File: config.mk
export PLATFORM = sky130hd
export DESIGN_NAME = spi_csr_bridge
export DESIGN_NICKNAME = d
export VERILOG_FILES = /design/src/rtl/spi_csr_bridge.sv
export SDC_FILE = /design/constraint.sdc
export NUM_CORES = 1
export LEC_CHECK = 0
export BUFFER_PORTS_ARGS = -buffer_cell sky130_fd_sc_hd__buf_2
export CAP_MARGIN = 10
export CORE_MARGIN = 2
export CORE_UTILIZATION = 55
export CTS_CLUSTER_SIZE = 30
export DETAILED_ROUTE_END_ITERATION = 10
export GPL_ROUTABILITY_DRIVEN = 0
export GPL_TIMING_DRIVEN = 1
export PLACE_DENSITY = 0.77
export SLEW_MARGIN = 20
export SYNTH_ARGS = -nofsm -noshare
export SYNTH_HDL_FRONTEND = slang
export SYNTH_SLANG_ARGS = --single-unit
File: constraint.sdc
create_clock -name clk -period 1.7 [get_ports clk]
set_input_delay 0.34 -clock clk [delete_from_list [all_inputs] [get_ports clk]]
set_output_delay 0.34 -clock clk [all_outputs]
set_load 0.03 [all_outputs]
File: src/rtl/spi_csr_bridge.sv
// SPI slave for modes 0..3 that turns a command byte plus data bytes into
// single-cycle CSR read/write strobes, with read prefetch and optional address auto-increment.
module spi_csr_bridge #(
  parameter int unsigned ADDR_W   = 5,
  parameter int unsigned CPOL     = 0,
  parameter int unsigned CPHA     = 0,
  parameter int unsigned AUTO_INC = 1
) (
  input  logic              clk,
  input  logic              reset,
  input  logic              sck,
  input  logic              nss,
  input  logic              sdi,
  output logic              sdo_o,
  output logic              sdo_oe,
  output logic              chip_select,
  output logic [ADDR_W-1:0] csr_address,
  output logic              csr_read,
  output logic              csr_write,
  output logic [7:0]        csr_writedata,
  input  logic [7:0]        csr_readdata
);

  localparam logic SCK_IDLE    = 1'(CPOL);
  localparam logic SAMPLE_RISE = (CPOL == CPHA);

  typedef enum logic [1:0] {IDLE, CMD, WR, RD} state_t;

  logic sck_m, sck_s, sck_d;
  logic nss_m, nss_s, nss_d;
  logic sdi_m, sdi_s;

  // Two-stage synchronizers; the third sck/nss stage only serves edge detection.
  always_ff @(posedge clk or posedge reset) begin
    if (reset) begin
      sck_m <= SCK_IDLE;
      sck_s <= SCK_IDLE;
      sck_d <= SCK_IDLE;
      nss_m <= 1'b0;
      nss_s <= 1'b0;
      nss_d <= 1'b0;
      sdi_m <= 1'b0;
      sdi_s <= 1'b0;
    end else begin
      sck_m <= sck;
      sck_s <= sck_m;
      sck_d <= sck_s;
      nss_m <= nss;
      nss_s <= nss_m;
      nss_d <= nss_s;
      sdi_m <= sdi;
      sdi_s <= sdi_m;
    end
  end

  logic sck_rise, sck_fall, sample_edge, shift_edge, nss_fall, nss_rise;

  assign sck_rise    = sck_s & ~sck_d;
  assign sck_fall    = ~sck_s & sck_d;
  assign sample_edge = SAMPLE_RISE ? sck_rise : sck_fall;
  assign shift_edge  = SAMPLE_RISE ? sck_fall : sck_rise;
  assign nss_fall    = ~nss_s & nss_d;
  assign nss_rise    = nss_s & ~nss_d;

  state_t     state;
  logic [2:0] bit_cnt;
  logic [6:0] rx_sr;
  logic [7:0] tx_sr;
  logic       rd_capture;
  logic [7:0] rx_byte;
  logic       byte_done;

  assign rx_byte   = {rx_sr, sdi_s};
  assign byte_done = sample_edge && (bit_cnt == 3'd7);
  assign sdo_o     = tx_sr[7];

  always_ff @(posedge clk or posedge reset) begin
    if (reset) begin
      state         <= IDLE;
      bit_cnt       <= 3'd0;
      rx_sr         <= 7'd0;
      tx_sr         <= 8'd0;
      rd_capture    <= 1'b0;
      chip_select   <= 1'b0;
      sdo_oe        <= 1'b0;
      csr_address   <= '0;
      csr_read      <= 1'b0;
      csr_write     <= 1'b0;
      csr_writedata <= 8'd0;
    end else begin
      csr_read   <= 1'b0;
      csr_write  <= 1'b0;
      rd_capture <= csr_read;

      // Advance the address once the strobe for the current one has gone out.
      if (AUTO_INC != 0 && (csr_read || csr_write))
        csr_address <= csr_address + ADDR_W'(1);

      if (state == IDLE) begin
        if (nss_fall) begin
          state       <= CMD;
          bit_cnt     <= 3'd0;
          rx_sr       <= 7'd0;
          tx_sr       <= 8'd0;
          chip_select <= 1'b1;
          sdo_oe      <= 1'b1;
        end
      end else begin
        if (sample_edge) begin
          rx_sr   <= rx_byte[6:0];
          bit_cnt <= bit_cnt + 3'd1;
        end

        // No shift on the byte-boundary shift edge: bit7 of the new byte is already in place.
        if (shift_edge && bit_cnt != 3'd0)
          tx_sr <= {tx_sr[6:0], 1'b0};

        if (rd_capture && state == RD)
          tx_sr <= csr_readdata;

        if (byte_done) begin
          if (state == CMD) begin
            csr_address <= rx_byte[ADDR_W-1:0];
            if (rx_byte[7]) begin
              state <= WR;
            end else begin
              state    <= RD;
              csr_read <= 1'b1;
            end
          end else if (state == WR) begin
            csr_writedata <= rx_byte;
            csr_write     <= 1'b1;
          end else begin
            csr_read <= 1'b1;
          end
        end

        // Deselect wins over everything except a strobe already earned by a full byte.
        if (nss_rise) begin
          state       <= IDLE;
          bit_cnt     <= 3'd0;
          chip_select <= 1'b0;
          sdo_oe      <= 1'b0;
        end
      end
    end
  end

endmodule

==> run_results.csv <==
group,metric,value,unit
clock_network,clk_pin_slew_worst_paths,80,ps
grt,grt_pass1_wl,6470,um
power_and_ir_drop,finalPower,2070,uW
sta,worst_slew_pin_slew,547,ps
sta,whs,148,ps
floorplan,pin_count,31,
routing,wl_per_cell,13.7,um
yosys,synth.distinct_cells,36,
floorplan,core-area,0.00361,mm^2
finish,layout.nets,235,
worst_setup_path,endpoint_kind,"flop",
sta,final.min_clock_period,1630,ps
power_and_ir_drop,pwr-share-comb,0.131,
run_status,outcome,"finished clean",
place,post_dp_cell_area,0.00224,mm^2
grt,grt_pass1_vias,1402,
worst_setup_path,rrSetupSlack,70,ps
worst_setup_path,reg2reg_depth,6,
grt,grt_max_degree,46,
floorplan,placementRows,22,
sta,fin_ws,73.2,ps
power_and_ir_drop,internal-power,1510,uW
yosys,netlist_instances,179,
routing,routed_wl,3660,um
yosys,yosysTopAreaCell,"dfrtp_1",
clock_network,clock_sinks,45,
yosys,synth-seq-cells,45,
grt,grt.overflow.total,0,
yosys,synth_top_area_frac,0.556,
yosys,ys_async_sr_fraction,1.00,
finish,area_growth,16.2,%
hold_path,holdPathStages,1,
grt,antenna_found_initial,0,
worst_setup_path,regToRegEndpoint,"csr_writedata[5]$_DFFE_PP0P_",
floorplan,die_x,64.7,um
sta,finalClockSkew,1.97,ps
yosys,synth_ff_type,"dfrtp_1",
yosys,synth_area,0.00203,mm^2
power_and_ir_drop,static-leakage-power,0.00120,uW
yosys,syn_nets,196,
finish,fin_area,0.00235,mm^2
hold_path,hold_end,"sck_m$_DFF_PP0_",
place,post-place-ws,-39.1,ps
finish,diodes,0,
worst_setup_path,path_class,"reg -> reg",
worst_setup_path,path_max_fanout,9,
routing,drt.antenna.violating_nets,0,
finish,layout-drive-gt1-share,0.297,
yosys,synth_edf_count,0,
clock_network,htreeDepth,2,
power_and_ir_drop,power.density,880,mW/mm^2
routing,num_vias,1422,
sta,finalHoldViolCount,0,
sta,finalSetupViolations,0,
power_and_ir_drop,switchingPower,561,uW
clock_network,cts_hold_buf,0,
worst_setup_path,worstPathArrival,1800,ps
worst_setup_path,r2r-start,"bit_cnt[0]$_DFFE_PP0P_",
yosys,yosysWarningCount,0,
sta,rsz0062_at_grt,"false",
place,io_buffers,30,
grt,grtUsageTotal,0.203,
floorplan,initial_core_util,0.562,
power_and_ir_drop,ir_worst_vdd,625,uV
yosys,postSynthAreaPerCell,11.3,um^2
clock_network,clk_latency,290,ps
sta,fmax,615,MHz
routing,post-route-drc-count,0,
sta,drv_slew,0,
power_and_ir_drop,p_clk_frac,0.303,
run,maxCapViolCount,0,
worst_setup_path,required,1870,ps
clock_network,root_buffer,"clkbuf_8",
hold_path,hp-start,"sck",
clock_network,numCtsBuffers,5,
sta,maxSlewHeadroom,0.635,
routing,vias_per_cell,5.33,
floorplan,die_area,0.00418,mm^2
routing,drtIter0Drc,65,
floorplan,fp.dieH,64.7,um
finish,n_fill_cell,297,
yosys,synth_top_cells_by_area,"dfrtp_1 56%, mux2_2 5.0%, nand3_1 4.4%, nand2_1 4.1%, mux2i_1 3.5%",
yosys,seq_area_frac_synth,0.556,
sta,fin_crit_sh,0.957,
worst_setup_path,start_kind,"flop",
routing,drt-pass1-iter-count,4,
clock_network,clk_path_buf_depth,2,
power_and_ir_drop,switching_share,0.271,
power_and_ir_drop,pwr-share-seq,0.566,
place,dp_hpwl,2650,um
clock_network,cts_tree,"yes",
hold_path,hold_class,"in -> reg",
==> Yosys cell counts (3+ instances only) <==
library cell,instances
dfrtp_1,45
a21oi_1,6
ha_1,4
nand2_1,22
mux2i_1,7
o21ai_0,14
nand3_1,18
nand2b_1,3
xor2_1,4
nor2_1,3
inv_1,13
mux2_2,9
a22oi_1,6
==> power by group through the flow <==
stage | registers (uW) | logic (uW) | clock network [uW]
6_report | 1170 | 271 | 627
5_1_grt | 1180 | 303 | 697
4_1_cts | 1170 | 274 | 647
3_5_place_dp | 1190 | 273 | 0
3_3_place_gp | 1190 | 258 | 0
2_1_floorplan | 1190 | 191 | 0
==> critical path, cell delays in order (launching register included) <==
cell and delay [ps]:
dfrtp_1 380, ha_1 170, ha_2 210, nand2_1 90, nor3_4 170, buf_12 160, mux2_1 330
==> kinds of logic (layout without fill, tap and decap cells) <==
kind of cell               Yosys count  count (layout)  share of synthesized area
adders and majority gates            4               4                     0.0247
DFF                                 45              45                      0.556
buffers and inverters               19              59                     0.0457
and+or+nand+nor                     56              56                      0.158
xor gates and xnor gates             4               4                     0.0173
muxes                               17              17                     0.0902
AOI/OAI and AO/OA                   34              34                      0.108
==> routing by layer <==
metal,vias to the layer above,GRT usage,part of all wire
li1,698,-,-
met1,690,0.268,0.44
met2,29,0.329,0.51
met3,5,0.0573,0.040
met4,0,0.0585,0.0098
met5,-,0,0
==> cell usage in the layout, fill, tap and decap left out, types with 2 or more instances in the layout <==
cell	count
dfrtp_1	45
buf_2	30
nand2_1	22
nand3_1	18
o21ai_0	14
inv_1	12
mux2_2	9
mux2i_1	7
buf_4	7
a21oi_1	6
a22oi_1	6
clkbuf_8	5
xor2_1	4
nand2b_1	3
nor2_1	3
ha_1	3
nor2_4	2
clkinv_2	2
==> flip-flops by register name (all words and copies together) (netlist names) <==
| register | cells |
|---|---|
| chip_select | 1 |
| rx_sr | 7 |
| sdi_m | 1 |
| csr_read | 1 |
| state | 2 |
| sck_d | 1 |
| rd_capture | 1 |
| csr_write | 1 |
| tx_sr | 8 |
| sck_m | 1 |
| nss_s | 1 |
| csr_address | 5 |
| sdi_s | 1 |
| nss_d | 1 |
| sck_s | 1 |
| nss_m | 1 |
| bit_cnt | 3 |
| csr_writedata | 8 |
==> metrics by stage <==
step / cells / util / setup TNS (ps)
after floorplan: 179 / - / 0
after global placement: 258 / 0.622 / 0
after detailed placement: 258 / 0.622 / -269
after CTS: 267 / 0.653 / 0
after global routing: 267 / 0.653 / 0
final: 267 / 0.653 / 0
==> what timing repair did <==
item                                    CTS  global route
buffers inserted                          1             0
pin swaps                                 1             1
endpoints found under the setup margin    8             8
resized for setup                         1             0
==> area by class of cell <==
class / instances / area [um^2] / area share
Multi-Input combinational cell: 115 / 810 / 0.344
Timing Repair Buffer: 38 / 223 / 0.0946
Inverter: 13 / 48.8 / 0.0207
Clock buffer: 5 / 68.8 / 0.0292
Clock inverter: 3 / 17.5 / 0.00744
Sequential cell: 45 / 1130 / 0.478
Tap cell: 48 / 60.1 / 0.0255
==> how the worst max path moves through the flow <==
| stage | slack (ps) | start | cells past startpoint | endpoint |
|---|---|---|---|---|
| finish | 70 | bit_cnt[0]$_DFFE_PP0P_ | 6 | csr_writedata[5]$_DFFE_PP0P_ |
| global placement | 60 | bit_cnt[0]$_DFFE_PP0P_ | 5 | csr_writedata[4]$_DFFE_PP0P_ |
| CTS | 20 | bit_cnt[0]$_DFFE_PP0P_ | 6 | csr_writedata[5]$_DFFE_PP0P_ |
| global route | 6 | bit_cnt[0]$_DFFE_PP0P_ | 6 | csr_writedata[7]$_DFFE_PP0P_ |
| detailed placement | -40 | bit_cnt[0]$_DFFE_PP0P_ | 5 | csr_writedata[7]$_DFFE_PP0P_ |
| floorplan | 160 | bit_cnt[0]$_DFFE_PP0P_ | 5 | csr_writedata[0]$_DFFE_PP0P_ |
(Power assumes the default switching activity.)
